## config.mk

```make
export PLATFORM = sky130hd
export DESIGN_NAME = branch_resolve_unit
export DESIGN_NICKNAME = d
export VERILOG_FILES = /design/src/rtl/branch_pkg.sv /design/src/rtl/branch_compare.sv /design/src/rtl/branch_resolve_unit.sv
export SDC_FILE = /design/constraint.sdc
export NUM_CORES = 1
export LEC_CHECK = 0
export ABC_AREA = 1
export ABC_CLOCK_PERIOD_IN_PS = 9300
export BUFFER_PORTS_ARGS = -buffer_cell sky130_fd_sc_hd__buf_4
export CORE_MARGIN = 1.5
export CORE_UTILIZATION = 40
export DETAILED_ROUTE_END_ITERATION = 16
export GPL_ROUTABILITY_DRIVEN = 0
export PLACE_DENSITY = 0.74
export SYNTH_ARGS = -nofsm -noshare
export SYNTH_HDL_FRONTEND = slang
export SYNTH_HIERARCHICAL = 1
export SYNTH_SLANG_ARGS = --single-unit
```

## constraint.sdc

```tcl
create_clock -name clk -period 9.3 [get_ports clk]
set_input_delay 0 -clock clk [delete_from_list [all_inputs] [get_ports clk]]
set_output_delay 0 -clock clk [all_outputs]
set_load 0.02 [all_outputs]
```

## src/rtl/branch_pkg.sv

```systemverilog
// rtl/branch_pkg.sv - shared branch condition encodings and resolve-stage FSM states
package branch_pkg;

  localparam logic [2:0] BEQ  = 3'd0;
  localparam logic [2:0] BNE  = 3'd1;
  localparam logic [2:0] BLT  = 3'd4;
  localparam logic [2:0] BGE  = 3'd5;
  localparam logic [2:0] BLTU = 3'd6;
  localparam logic [2:0] BGEU = 3'd7;

  typedef enum logic {
    RUN    = 1'b0,
    SHADOW = 1'b1
  } br_state_e;

endpackage

```

## src/rtl/branch_compare.sv

```systemverilog
// rtl/branch_compare.sv - combinational branch condition evaluation
module branch_compare
  import branch_pkg::*;
#(
  parameter int XLEN = 32
) (
  input  logic [XLEN-1:0] rs1,
  input  logic [XLEN-1:0] rs2,
  input  logic [2:0]      branch_control,
  output logic            taken
);

  // Evaluate the condition; unlisted codes fall back to equality.
  always_comb begin
    taken = 1'b0;
    case (branch_control)
      BNE:     taken = (rs1 != rs2);
      BLT:     taken = ($signed(rs1) <  $signed(rs2));
      BGE:     taken = ($signed(rs1) >= $signed(rs2));
      BLTU:    taken = (rs1 <  rs2);
      BGEU:    taken = (rs1 >= rs2);
      default: taken = (rs1 == rs2);
    endcase
  end

endmodule

```

## src/rtl/branch_resolve_unit.sv

```systemverilog
// rtl/branch_resolve_unit.sv - branch resolve stage with redirect, shadow squash and statistics
module branch_resolve_unit
  import branch_pkg::*;
#(
  parameter int XLEN          = 32,
  parameter int SHADOW_CYCLES = 2,
  parameter int CNT_W         = 16
) (
  input  logic             clk,
  input  logic             reset,
  input  logic             in_valid,
  output logic             in_ready,
  input  logic [XLEN-1:0]  in_pc,
  input  logic [XLEN-1:0]  in_rs1_data,
  input  logic [XLEN-1:0]  in_rs2_data,
  input  logic [11:0]      in_imm,
  input  logic [2:0]       in_branch_control,
  output logic             out_valid,
  input  logic             out_ready,
  output logic [XLEN-1:0]  out_pc,
  output logic             out_taken,
  output logic [XLEN-1:0]  out_target,
  output logic             out_misalign,
  output logic             redirect_valid,
  output logic [XLEN-1:0]  redirect_pc,
  output logic [CNT_W-1:0] branch_count,
  output logic [CNT_W-1:0] taken_count
);

  localparam int SCW = (SHADOW_CYCLES < 2) ? 1 : $clog2(SHADOW_CYCLES + 1);
  localparam logic [SCW-1:0] SHADOW_INIT = SCW'(SHADOW_CYCLES);

  br_state_e       state, state_nxt;
  logic [SCW-1:0]  shadow_cnt, shadow_cnt_nxt;
  logic            taken;
  logic [XLEN-1:0] imm_ext;
  logic [XLEN-1:0] target;
  logic            misalign;
  logic            take_in;
  logic            resolve;
  logic            do_redirect;

  branch_compare #(.XLEN(XLEN)) u_cmp (
    .rs1            (in_rs1_data),
    .rs2            (in_rs2_data),
    .branch_control (in_branch_control),
    .taken          (taken)
  );

  // Target is the branch PC plus the sign-extended halfword offset, wrapping.
  assign imm_ext     = {{(XLEN-13){in_imm[11]}}, in_imm, 1'b0};
  assign target      = in_pc + imm_ext;
  assign misalign    = taken & target[1];

  // SHADOW drains upstream unconditionally; RUN only back-pressures on a stalled result.
  assign in_ready    = (state == SHADOW) | ~out_valid | out_ready;
  assign take_in     = in_valid & in_ready;
  assign resolve     = take_in & (state == RUN);
  assign do_redirect = resolve & taken & ~misalign;

  // FSM state and shadow counter registers.
  always_ff @(posedge clk or posedge reset) begin
    if (reset) begin
      state      <= RUN;
      shadow_cnt <= '0;
    end else begin
      state      <= state_nxt;
      shadow_cnt <= shadow_cnt_nxt;
    end
  end

  // Enter the shadow window after a redirect and leave when the counter expires.
  always_comb begin
    state_nxt      = state;
    shadow_cnt_nxt = shadow_cnt;
    case (state)
      RUN: begin
        if (do_redirect && (SHADOW_CYCLES > 0)) begin
          state_nxt      = SHADOW;
          shadow_cnt_nxt = SHADOW_INIT;
        end
      end
      SHADOW: begin
        shadow_cnt_nxt = shadow_cnt - SCW'(1);
        if (shadow_cnt == SCW'(1)) begin
          state_nxt = RUN;
        end
      end
      default: begin
        state_nxt      = RUN;
        shadow_cnt_nxt = '0;
      end
    endcase
  end

  // Result register: load on a resolved transfer, hold while stalled, drop when consumed.
  always_ff @(posedge clk or posedge reset) begin
    if (reset) begin
      out_valid      <= 1'b0;
      out_pc         <= '0;
      out_taken      <= 1'b0;
      out_target     <= '0;
      out_misalign   <= 1'b0;
      redirect_valid <= 1'b0;
      redirect_pc    <= '0;
    end else begin
      redirect_valid <= do_redirect;
      if (do_redirect) begin
        redirect_pc <= target;
      end
      if (resolve) begin
        out_valid    <= 1'b1;
        out_pc       <= in_pc;
        out_taken    <= taken;
        out_target   <= target;
        out_misalign <= misalign;
      end else if (out_ready) begin
        out_valid <= 1'b0;
      end
    end
  end

  // Saturating statistics; squashed inputs never reach here because resolve excludes SHADOW.
  always_ff @(posedge clk or posedge reset) begin
    if (reset) begin
      branch_count <= '0;
      taken_count  <= '0;
    end else begin
      if (resolve && (branch_count != {CNT_W{1'b1}})) begin
        branch_count <= branch_count + CNT_W'(1);
      end
      if (resolve && taken && (taken_count != {CNT_W{1'b1}})) begin
        taken_count <= taken_count + CNT_W'(1);
      end
    end
  end

endmodule

```

## Yosys cells after proc, flatten, opt, wreduce, memory -nomap -nowiden

Index checks and enable logic that the tools add are counted.
W data, S select, Z words.

| word-level totals | value |
|---|---|
| register bits | 135 |
| output and inout bits | 133 |
| input port bits | 115 |

| cells by class | value |
|---|---|
| equal/unequal tests | 11 |
| add/sub/neg operators | 4 |
| $lt $le $gt $ge | 4 |
| muxes and demuxes | 8 |
| reduce and logical (&&, ||, !) cells | 4 |
| bitwise operators | 10 |

Operators with widths:

| operator | count |
|---|---|
| $ge A32 B32 Y1 | 2 |
| $lt A32 B32 Y1 | 2 |
| $add A16 B1 Y16 const B | 2 |
| $add A32 B32 Y32 | 1 |
| $eq A32 B32 Y1 | 1 |
| $ne A16 B16 Y1 const B | 2 |
| $ne A32 B32 Y1 | 1 |
| $eq A3 B3 Y1 const B | 4 |
| $and A1 B1 Y1 | 5 |
| $pmux W1 S5 | 1 |
| $mux W1 | 4 |
| $pmux W2 S2 | 1 |
| $eq A3 B1 Y1 const B | 1 |
| $logic_and A1 B1 Y1 | 3 |
| $not A1 Y1 | 3 |
| $eq A2 B1 Y1 const B | 1 |
| $mux W2 | 1 |
| $ne A2 B2 Y1 const B | 1 |
| $or A1 B1 Y1 | 2 |
| $pmux W1 S2 | 1 |
| $reduce_bool A2 Y1 | 1 |
| $sub A2 B1 Y2 const B | 1 |

## Depth between registers and ports, before layout

Gate-level depths: netlist of run 1.

| logic depth | value |
|---|---|
| word-level depth | 9 |
| depth in mapped cells | 27 |
| depth with buffers taken out | 26 |

## By module

Netlist of run 1, hierarchy kept.

Modules (own cells, without submodules):

| module | sequential area each (µm²) | area each (µm²) | cells an instance | instances |
|---|---|---|---|---|
| branch_resolve_unit | 3353.2 | 7713.6 | 1061 | 1 |
| branch_compare | 0.0 | 993.5 | 165 | 1 |

## Worst setup path before layout of run 1

No wires, ideal clock.

| path | value |
|---|---|
| kind | input port to flip-flop |
| start point | in in_rs2_data[19] |
| end point | reg redirect_pc[26] |
| setup slack | 7284 ps |
| required time | 9182 ps |
| library setup time | 118 ps |
| arrival | 1898 ps |
| cell stages on the path | 20 |
| path through | inv_1 -> ha_1 -> a21o_1 -> o21ai_1 -> nand2_1 -> a21oi_2 -> nand3_1 -> nand3_1 -> nand2_1 -> inv_1 -> nor2_1 -> nor2_1 -> inv_1 -> nor2_4 -> inv_2 -> nor2_8 -> inv_2 -> buf_4 -> nand2_1 -> nand2_1 |

| between the ends | value |
|---|---|
| word-level cells in the longest chain between the ends | 5 |
| elaborated cells between the ends (all ways) | 11 |

RTL lines:

| element | RTL line | text |
|---|---|---|
| start: declaration | branch_resolve_unit.sv:15 | `input logic [XLEN-1:0] in_rs2_data,` |
| $ge A32 B32 Y1 (tied with other cells) | branch_compare.sv:21 | `BGEU: taken = (rs1 >= rs2);` |
| $pmux W1 S5 (*) | branch_compare.sv:16 | `case (branch_control)` |
| named net taken | branch_resolve_unit.sv:35 | `logic taken;` |
| $and A1 B1 Y1 | branch_resolve_unit.sv:53 | `assign misalign = taken & target[1];` |
| $not A1 Y1 | branch_resolve_unit.sv:59 | `assign do_redirect = resolve & taken & ~misalign;` |
| $and A1 B1 Y1 (*) | branch_resolve_unit.sv:59 |  |
| end signal: assignment | branch_resolve_unit.sv:109 | `redirect_pc <= target;` |
| end: declaration | branch_resolve_unit.sv:25 | `output logic [XLEN-1:0] redirect_pc,` |

The timed path passes the listed nets; every way through them passes the cells marked *.
A chain may end at the register's enable or synchronous reset.

## Worst setup path after layout of run 1

| path | value |
|---|---|
| start point | reg state |
| end point | reg redirect_pc[26] |

| between the ends | value |
|---|---|
| word-level cells in the longest chain between the ends | 6 |
| elaborated cells between the ends (all ways) | 7 |

RTL lines:

| element | RTL line | text |
|---|---|---|
| start: declaration | branch_resolve_unit.sv:33 | `br_state_e state, state_nxt;` |
| start signal: assignment | branch_resolve_unit.sv:67 | `state <= state_nxt;` |
| $or A1 B1 Y1 (2 in a row) | branch_resolve_unit.sv:56 | `assign in_ready = (state == SHADOW) \| ~out_valid \| out_ready;` |
| $and A1 B1 Y1 | branch_resolve_unit.sv:57 | `assign take_in = in_valid & in_ready;` |
| $and A1 B1 Y1 (*) | branch_resolve_unit.sv:58 | `assign resolve = take_in & (state == RUN);` |
| $and A1 B1 Y1 (*) (2 in a row) | branch_resolve_unit.sv:59 |  |

Mark *: on every way between the ends. The rest lies on a longest branch, timed or not.

==> flow_metrics.env, run 1 <==
export IMPL_syn_to_final_growth_pct=35.1
export IMPL_synth_top_area_cell="dfrtp_1"
export IMPL_cts_root_buf="clkbuf_16"
export IMPL_placed_cells=1729
export IMPL_path_class="flop to flop"
export IMPL_syn_num_nets=1407
export IMPL_power_w=0.00295
export IMPL_p_per_area_nw_per_um2=251
export IMPL_outcome="finished clean"
export IMPL_clock_path_buffers=2
export IMPL_fin_util_pct=55.4
export IMPL_fin_setup_tns_ps=0
export IMPL_clk_pin_slew_worst_paths_ps=60
export IMPL_skew_ps=13.0
export IMPL_ir_drop_mv=0.125
export IMPL_dp_hpwl_mm=19.7
export IMPL_dieArea_sq_um=22700
export IMPL_grtUsageTotal_pct=23.1
export IMPL_fill_cells=1975
export IMPL_synth_area_sq_um=8710
export IMPL_preCtsSetupSlack_ps=6240
export IMPL_grt_pass1_vias=8268
export IMPL_hp_class="primary input to flop"
export IMPL_fp_row_count=53
export IMPL_ys_seq_elements=134
export IMPL_crit_fanout=76
export IMPL_hold_violations=0
export IMPL_grt_max_degree=77
export IMPL_synth_avg_cell_area_sq_um=7.10
export IMPL_drv_slew=0
export IMPL_cts_max_level=4
export IMPL_die_h_um=151
export IMPL_fin_crit_ps=3040
export IMPL_final_cells=1796
export IMPL_setup_ws_ps=6260
export IMPL_drc=0
export IMPL_drt_wl_total_mm=25.5
export IMPL_setup_violations=0
export IMPL_vias=8681
export IMPL_drv_cap=0
export IMPL_cp_required_ps=9610
export IMPL_post_cts_buffers=0
export IMPL_start_util_pct=41.0
export IMPL_dr_pass1_iters=7
export IMPL_yosysTopAreaCellShare_pct=38.5
export IMPL_antennaDiodeCount=0
export IMPL_cts_tree="built"
export IMPL_synthCells=1226
export IMPL_rsz0062_at_grt="no"
export IMPL_arrival_ps=3350
export IMPL_ioPinCount=248
export IMPL_ant_nets=0
export IMPL_nets=1689
export IMPL_yosys_top_cells_area="dfrtp_1 (39%), nand2_1 (22%), ha_1 (9.3%)"
export IMPL_antenna_found_initial=0
export IMPL_portBuffers=247
export IMPL_drive_above_1_share_pct=20.4
export IMPL_vias_per_cell=4.83
export IMPL_grt_pass1_wl_mm=41.0
export IMPL_globalRouteOverflowTotal=0
export IMPL_min_path_cells=4
export IMPL_yosysWarnings=6
export IMPL_rr_worst_depth=12
export IMPL_synth_distinct_cells=38
export IMPL_seq_area_frac_synth_pct=38.5
export IMPL_slew_limit_headroom_pct=39.1
export IMPL_clk_latency_ps=440
export IMPL_leakagePower_nw=6.73
export IMPL_post_route_period_util_pct=32.7
export IMPL_endpoint_kind="flop"
export IMPL_die_w_um=151
export IMPL_numCtsBuffers=17
export IMPL_drtIter0Drc=463
export IMPL_wl_per_cell_um=14.2
export IMPL_clock_sinks=134
export IMPL_max_freq_mhz=329
export IMPL_crit_path_start_kind="flop"
export IMPL_tightestPinTransition_ps=914
export IMPL_core_area_sq_um=21200
## worst max-delay path, stage by stage, from the launching register on
cell and delay [ps]:
dfrtp_1 390, inv_2 100, nand2_2 70, nor2_4 100, buf_4 530, inv_2 40
buf_4 360, nor2_4 210, inv_2 80, nor2_8 320, inv_2 380, nand2_1 190
nand2_1 80
## worst paths after layout
| path | from | endpoint | slack (ps) |
|---|---|---|---|
| min in group asynchronous | reset | branch_count[13] | 210 |
| min | in_imm[1] | redirect_pc[2] | 50 |
| max | state | redirect_pc[26] | 6260 |
| max in group asynchronous | reset | out_pc[9] | 7730 |
| min reg2reg | out_pc[29] | out_pc[29] | 470 |
| max reg2reg | state | redirect_pc[26] | 6260 |
## through the flow
stage / area (sq um) / hold slack, ps
floorplan: 8710 / 108
global placement: 10800 / 122
detailed placement: 10800 / 127
CTS: 11800 / 44.9
global route: 11800 / 62.4
finish: 11800 / 51.7
## cell type report
type | instances | area [sq um] | share of cell area, %
Timing Repair Buffer | 285 | 2230 | 18.9
Clock inverter | 15 | 186 | 1.58
Tap cell | 275 | 344 | 2.93
Multi-Input combinational cell | 897 | 4570 | 38.8
Clock buffer | 17 | 425 | 3.62
Sequential cell | 134 | 3350 | 28.5
Inverter | 173 | 657 | 5.58
## Yosys cell counts (all sizes together)
library cell / number
o21bai: 3
buf: 16
nand4: 11
fa: 1
nand3: 89
nor4: 1
o21a: 2
a21oi: 36
nor3: 9
ha: 65
o21ai: 30
a21o: 3
xor2: 20
a31oi: 1
clkbuf: 6
clkinv: 1
nand2: 516
nand3b: 4
nor2: 83
dfrtp: 134
inv: 172
xnor2: 23
## cells in the final DEF, fill, tap and decap left out, drive strengths merged, types with 3 or more instances in the layout
cell type,n
clkbuf,17
clkinv,3
xnor2,23
nand3,89
ha,65
buf,250
o21ai,30
o21bai,3
dfrtp,134
nor3,9
a21oi,36
a21o,3
xor2,20
inv,181
nand3b,4
nand4,11
dlygate4sd3,35
nand2,516
nor2,83
## state kept, by name, summed over array words and instances (netlist names)
register,cells
taken_count,16
out_target,31
branch_count,16
out_misalign,1
shadow_cnt,2
out_valid,1
redirect_pc,32
state,1
out_taken,1
redirect_valid,1
out_pc,32
## where the power goes
group	leakage, nW	total [W]	switching, W	internal (W)
clock network	0.294	0.000701	0.000294	0.000408
logic	4.76	0.00127	0.000760	0.000509
registers	1.68	0.000981	0.000166	0.000815
total	6.73	0.00295	0.00122	0.00173
## timing repair
action	4_1_cts	5_1_grt
gates resized for setup	0	0
hold buffers	35	0
hold endpoints to repair	96	0
## routing by layer
metal,vias to the layer above,GRT usage [%],wire length (um)
li1,4377,-,-
met5,-,0,0
met2,275,37.5,11800
met1,3973,30.7,11500
met4,0,8.97,682
met3,56,4.03,1500
## cells by family after synthesis
group,Yosys count,synth area share (%)
xor+xnor,43,4.33
flops,134,38.5
buf+inv,195,9.01
simple gates,713,34.0
compound gates,75,4.61
fa+ha+maj,66,9.57
Note: power is estimated with default switching activity, not from simulation.
==> run 2: changes to the inputs <==
--- a/config.mk
+++ b/config.mk
@@ -5,14 +5,14 @@
 export SDC_FILE = /design/constraint.sdc
 export NUM_CORES = 1
 export LEC_CHECK = 0
-export ABC_AREA = 1
-export ABC_CLOCK_PERIOD_IN_PS = 9300
+export ABC_AREA = 0
+export ABC_CLOCK_PERIOD_IN_PS = 2800
 export BUFFER_PORTS_ARGS = -buffer_cell sky130_fd_sc_hd__buf_4
 export CORE_MARGIN = 1.5
 export CORE_UTILIZATION = 40
 export DETAILED_ROUTE_END_ITERATION = 16
 export GPL_ROUTABILITY_DRIVEN = 0
-export PLACE_DENSITY = 0.74
+export PLACE_DENSITY = 0.75
 export SYNTH_ARGS = -nofsm -noshare
 export SYNTH_HDL_FRONTEND = slang
 export SYNTH_HIERARCHICAL = 1
==> constraint.sdc (replaced) <==
create_clock -name clk -period 2.8 [get_ports clk]
set_input_delay 0 -clock clk [delete_from_list [all_inputs] [get_ports clk]]
set_output_delay 0 -clock clk [all_outputs]
set_load 0.02 [all_outputs]
==> run 2 against run 1 <==
  * Hold slack got worse by 2.0 ps
  * Count of clock-buffer cells in the layout rose by 1
  * Global-route usage down 0.24 points
  * Largest cell class unchanged
  * Highest routed layer unchanged
==> flow_metrics.env, run 2 <==
export IMPL_outcome="finished clean"
export IMPL_start_util_pct=40.8
export IMPL_antennaDiodeCount=0
export IMPL_synthFlopType="dfrtp_1"
export IMPL_leakagePower_nw=5.85
export IMPL_path_class="primary input to flop"
export IMPL_clock_path_buffers=2
export IMPL_dr_pass1_iters=5
export IMPL_nets=1371
export IMPL_yosys_top_cells_area="dfrtp_1 (42%), nand2_1 (11%), ha_1 (10%)"
export IMPL_tightestPinTransition_ps=625
export IMPL_drv_slew=0
export IMPL_arrival_ps=3140
export IMPL_clk_pin_slew_worst_paths_ps=60
export IMPL_layout_commonest_cell="buf_4"
export IMPL_cts_root_buf="clkbuf_16"
export IMPL_globalRouteOverflowTotal=0
export IMPL_preCtsSetupSlack_ps=-429
export IMPL_synth_edf_count=0
export IMPL_setup_violations=0
export IMPL_drv_cap=0
export IMPL_die_h_um=144
export IMPL_max_freq_mhz=358
export IMPL_yosysMostFrequentCell="nand2_1"
export IMPL_hold_violations=0
export IMPL_p_per_area_nw_per_um2=874
export IMPL_fin_area_sq_um=11900
export IMPL_rr_worst_depth=7
export IMPL_synth_common_cells="nand2_1 (230), dfrtp_1 (134), ha_1 (65)"
export IMPL_synth_top_area_cell="dfrtp_1"
export IMPL_synthCells=879
export IMPL_yosysTopAreaCellShare_pct=42.1
export IMPL_synth_avg_cell_area_sq_um=9.07
export IMPL_vias=7562
export IMPL_wl_per_cell_um=16.2
export IMPL_largestRegisters="out_pc: 32 flops, redirect_pc: 32 flops, out_target: 31 flops"
export IMPL_drtIter0Drc=335
export IMPL_cts_max_level=4
export IMPL_cp_required_ps=3150
export IMPL_p_int_w=0.00643
export IMPL_skew_ps=6.58
export IMPL_dp_hpwl_mm=17.4
export IMPL_endpoint_kind="flop"
export IMPL_ys_seq_elements=134
export IMPL_syn_num_nets=1060
export IMPL_fill_cells=1650
export IMPL_async_flop_share_pct=100
export IMPL_clk_latency_ps=410
export IMPL_ir_drop_mv=0.526
export IMPL_die_w_um=144
export IMPL_post_route_period_util_pct=99.8
export IMPL_final_cell_mix="buf_4 (276), nand2_1 (228), dfrtp_1 (134)"
export IMPL_slew_limit_headroom_pct=57.8
export IMPL_synth_area_sq_um=7970
export IMPL_setup_ws_ps=6.66
export IMPL_antenna_found_initial=0
export IMPL_cts_tree="built"
export IMPL_drt_wl_total_mm=23.8
export IMPL_drive_above_1_share_pct=34.6
export IMPL_drc=0
export IMPL_numCtsBuffers=17
export IMPL_syn_to_final_growth_pct=48.8
export IMPL_crit_path_start_kind="primary input"
export IMPL_crit_fanout=20
export IMPL_p_seq_share_pct=31.6
export IMPL_vias_per_cell=5.16
export IMPL_seq_area_frac_synth_pct=42.1
export IMPL_grt_max_degree=75
export IMPL_core_area_sq_um=19500
export IMPL_rsz0062_at_grt="yes"
export IMPL_dpl_cell_area_sq_um=10600
export IMPL_grt_pass1_wl_mm=37.5
export IMPL_synth_distinct_cells=72
export IMPL_ioPinCount=248
export IMPL_ant_nets=0
export IMPL_grtUsageTotal_pct=22.9
export IMPL_power_w=0.0104
export IMPL_fin_crit_ps=2790
export IMPL_swShare_pct=38.0
export IMPL_dieArea_sq_um=20800
export IMPL_pwr_share_clk_pct=25.1
export IMPL_fin_setup_tns_ps=0
export IMPL_yosysWarnings=6
export IMPL_fp_row_count=51
export IMPL_portBuffers=247
export IMPL_p_switching_w=0.00394
export IMPL_pwr_share_comb_pct=43.2
export IMPL_min_path_cells=4
export IMPL_clock_sinks=134
export IMPL_holdWs_ps=49.6
export IMPL_hp_class="primary input to flop"
export IMPL_grt_pass1_vias=7550
[run 2: worst max-delay path: stages]
cell and delay (ps):
buf_4 100, inv_6 30, ha_4 240, nand4_1 120, or4_4 610, a21oi_4 180
o31ai_4 80, nor3_2 150, nor4bb_2 80, a2111oi_2 390, nand3_1 200, or2_4 310
buf_4 210, o311ai_1 270, nand3b_1 140
[run 2: logic make-up (layout without fill, tap and decap cells)]
kind of cell	after synthesis	after routing	share of synthesized area (%)
simple gates	380	380	21.6
compound gates	153	153	13.4
flops	134	134	42.1
buf+inv	69	391	3.34
fa+ha+maj	66	66	10.5
xor+xnor	54	54	5.93
mux	23	23	3.20
[run 2: final cells by class]
cell class | count | area, sq um | share of cell area, %
multi-input combinational | 676 | 4750 | 40.1
clock buffer | 18 | 429 | 3.62
timing repair buffer | 321 | 2550 | 21.5
tap | 265 | 332 | 2.79
clock inverter | 12 | 251 | 2.12
inverter | 40 | 194 | 1.63
sequential | 134 | 3350 | 28.3
[run 2: power groups by stage]
| stage | sequential, W | combinational, W | clock, W |
|---|---|---|---|
| 6_report | 0.00328 | 0.00449 | 0.00260 |
| 5_1_grt | 0.00338 | 0.00486 | 0.00273 |
| 4_1_cts | 0.00328 | 0.00442 | 0.00265 |
| 3_5_place_dp | 0.00329 | 0.00436 | 0 |
| 3_3_place_gp | 0.00327 | 0.00428 | 0 |
| 2_1_floorplan | 0.00417 | 0.00151 | 0 |
[run 2: per-stage QoR]
step | utilization [%] | cells
5_1_grt | 60.8 | 1466
3_3_place_gp | 54.1 | 1395
2_1_floorplan | - | 879
6_report | 60.8 | 1466
3_5_place_dp | 54.1 | 1395
4_1_cts | 59.4 | 1461
[run 2: per-layer routing]
layer  GRT usage [%]  vias up  routed length, um
met5               0        -                  0
li1                -     3679                  -
met4            7.76        0                682
met3            7.12       44               1750
met2            37.7      272              11300
met1            28.5     3567              10100
[run 2: timing repair]
action	in CTS	in global routing
hold buffers	36	0
gates resized for setup	0	45
hold endpoints to repair	55	0
setup endpoints to repair	0	44
buffers inserted	0	5
[run 2: final timing paths]
path                       slack [ps]               end       startpoint
max                                 7   redirect_pc[28]  in_rs2_data[10]
min reg2reg                       470        out_pc[25]       out_pc[25]
min                                50     out_target[1]        in_imm[0]
max in group asynchronous        1860         out_pc[3]            reset
max reg2reg                       570  branch_count[11]  branch_count[6]
min in group asynchronous         210    out_target[28]            reset
==> run 3: changes to the inputs <==
--- a/config.mk
+++ b/config.mk
@@ -6,13 +6,13 @@
 export NUM_CORES = 1
 export LEC_CHECK = 0
 export ABC_AREA = 0
-export ABC_CLOCK_PERIOD_IN_PS = 2800
+export ABC_CLOCK_PERIOD_IN_PS = 2770
 export BUFFER_PORTS_ARGS = -buffer_cell sky130_fd_sc_hd__buf_4
 export CORE_MARGIN = 1.5
-export CORE_UTILIZATION = 40
+export CORE_UTILIZATION = 30
 export DETAILED_ROUTE_END_ITERATION = 16
 export GPL_ROUTABILITY_DRIVEN = 0
-export PLACE_DENSITY = 0.75
+export PLACE_DENSITY = 0.62
 export SYNTH_ARGS = -nofsm -noshare
 export SYNTH_HDL_FRONTEND = slang
 export SYNTH_HIERARCHICAL = 1
==> constraint.sdc (replaced) <==
create_clock -name clk -period 2.77 [get_ports clk]
set_input_delay 0 -clock clk [delete_from_list [all_inputs] [get_ports clk]]
set_output_delay 0 -clock clk [all_outputs]
set_load 0.02 [all_outputs]
==> run 3 against run 2 <==
  * First-iteration DRC count grew 20%
  * Register-to-register slack lost 40 ps
  * Power shrank 3.8%
  * Core utilization shrank 15 points
  * Cell area shrank 0.15%
  * Clock power shrank 18%
  * Non-clock buffer count grew 4
  * Clock skew grew 5.6 ps
  * Critical path type unchanged
  * Critical endpoint is now redirect_pc[30]
  * Largest cell class unchanged
==> flow_metrics.env, run 3 (synthesized netlist as in run 2, its figures left out) <==
export IMPL_grt_max_degree=65
export IMPL_tightestPinTransition_ps=579
export IMPL_arrival_ps=3040
export IMPL_drive_above_1_share_pct=34.5
export IMPL_layout_commonest_cell="buf_4"
export IMPL_core_area_sq_um=26100
export IMPL_skew_ps=12.1
export IMPL_syn_to_final_growth_pct=48.6
export IMPL_clk_pin_slew_worst_paths_ps=60
export IMPL_outcome="finished clean"
export IMPL_clock_path_buffers=2
export IMPL_cts_max_level=4
export IMPL_dr_pass1_iters=5
export IMPL_fp_row_count=59
export IMPL_cp_required_ps=3070
export IMPL_final_cell_mix="buf_4 (279), nand2_1 (229), dfrtp_1 (134)"
export IMPL_globalRouteOverflowTotal=0
export IMPL_grtUsageTotal_pct=17.6
export IMPL_cpPeakStageDelay_ps=390
export IMPL_path_class="primary input to flop"
export IMPL_drtIter0Drc=402
export IMPL_slowest_stage="a2111oi_2"
export IMPL_die_h_um=166
export IMPL_power_w=0.00998
export IMPL_portBuffers=247
export IMPL_p_per_area_nw_per_um2=842
export IMPL_antenna_found_initial=1
export IMPL_clock_sinks=134
export IMPL_holdWs_ps=35.0
export IMPL_path_cells="buf_4, ha_1, nand4_1, a2111oi_2, buf_4, nor3b_4, o31ai_1, nor4bb_2, a2111oi_4, nand3_2, or2_4, inv_2, buf_12, mux2_4"
export IMPL_hp_class="primary input to flop"
export IMPL_max_freq_mhz=365
export IMPL_start_util_pct=30.6
export IMPL_hold_violations=0
export IMPL_crit_path_frequent_cell="buf_4"
export IMPL_ioPinCount=248
export IMPL_endpoint_kind="flop"
export IMPL_leakagePower_nw=5.80
export IMPL_drt_wl_total_mm=24.4
export IMPL_cp_top_family="compound AO/OA/AOI/OAI gates"
export IMPL_path_buf_inv=4
export IMPL_grt_pass1_wl_mm=39.1
export IMPL_grt_pass1_vias=7338
export IMPL_vias=7497
export IMPL_r2r_slack_ps=530
export IMPL_drv_cap=0
export IMPL_post_route_period_util_pct=99.0
export IMPL_rsz0062_at_grt="yes"
export IMPL_drv_slew=0
export IMPL_ir_drop_mv=0.576
export IMPL_wl_per_cell_um=15.8
export IMPL_crit_fanout=16
export IMPL_numCtsBuffers=17
export IMPL_slew_limit_headroom_pct=60.9
export IMPL_crit_path_start_kind="primary input"
export IMPL_drc=0
export IMPL_fin_crit_ps=2740
export IMPL_dp_hpwl_mm=18.3
export IMPL_clk_latency_ps=420
export IMPL_vias_per_cell=4.86
export IMPL_cts_tree="built"
export IMPL_largestRegisters="out_pc: 32 flops, redirect_pc: 32 flops, out_target: 31 flops"
export IMPL_setup_violations=0
export IMPL_cts_root_buf="clkbuf_16"
export IMPL_dieArea_sq_um=27600
export IMPL_ant_nets=0
export IMPL_nets=1375
export IMPL_die_w_um=166
-- run 3: cell count changes in the layout (fill, tap and decap cells not counted), sizes merged, moves of 3 or more --
cell,before,now
bufinv,7,0
buf,285,289
inv,39,43
clkinvlp,3,6
-- run 3: power breakdown --
part | switching (W) | leakage (nW) | internal [W]
sequential | 0.000564 | 1.67 | 0.00276
combinational | 0.00255 | 3.87 | 0.00197
clock | 0.000940 | 0.259 | 0.00120
total | 0.00405 | 5.80 | 0.00593
-- run 3: area by class of cell --
type / count / area [sq um]
clock inverters: 13 / 96.3
fillers: 2488 / 14200
inverters: 40 / 189
well taps: 335 / 419
multi-input cells: 676 / 4740
flip-flops and latches: 134 / 3350
diodes: 1 / 2.50
clock buffers: 19 / 453
repair buffers: 325 / 2590
-- run 3: worst paths after layout --
| kind | from | end | cells after the start |
|---|---|---|---|
| max | in_rs1_data[22] | redirect_pc[30] | 14 |
| min | in_imm[0] | out_target[1] | 4 |
| max reg2reg | branch_count[5] | branch_count[15] | 7 |
| min reg2reg | out_pc[26] | out_pc[26] | 2 |
| max in group asynchronous | reset | out_pc[14] | 4 |
| min in group asynchronous | reset | out_pc[0] | 3 |
-- run 3: layer usage --
metal	global-route usage (%)	up-vias	share of wire (%)
li1	-	3690	-
met4	4.82	0	1.4
met3	4.62	26	6.8
met2	28.8	221	48
met5	0	-	0
met1	23.0	3560	44
-- run 3: through the flow --
stage	util [%]	setup TNS, ps	std cells	setup WS [ps]	area, sq um
global placement	41.1	-15670	1470	-439	10700
CTS	44.6	0	1539	31.8	11600
detailed placement	41.1	-14610	1470	-458	10700
finish	45.5	0	1543	26.9	11800
floorplan	-	-1780	879	-127	8280
global route	45.5	-2450	1543	-152	11800
-- run 3: worst register-to-register path, delay by kind of cell, from the launching register on --
family,cells,cell delay (ps)
XOR/XNOR,1,160
AND/OR/NAND/NOR,5,1110
AO/OA/AOI/OAI,1,430
flip-flops,1,410
-- run 3: timing repair --
item,in CTS,in global routing
hold buffers,36,0
resized for setup,0,33
pin swaps,0,14
endpoints found under the setup margin,2,41
setup buffers,1,3
endpoints found under the hold margin,58,0
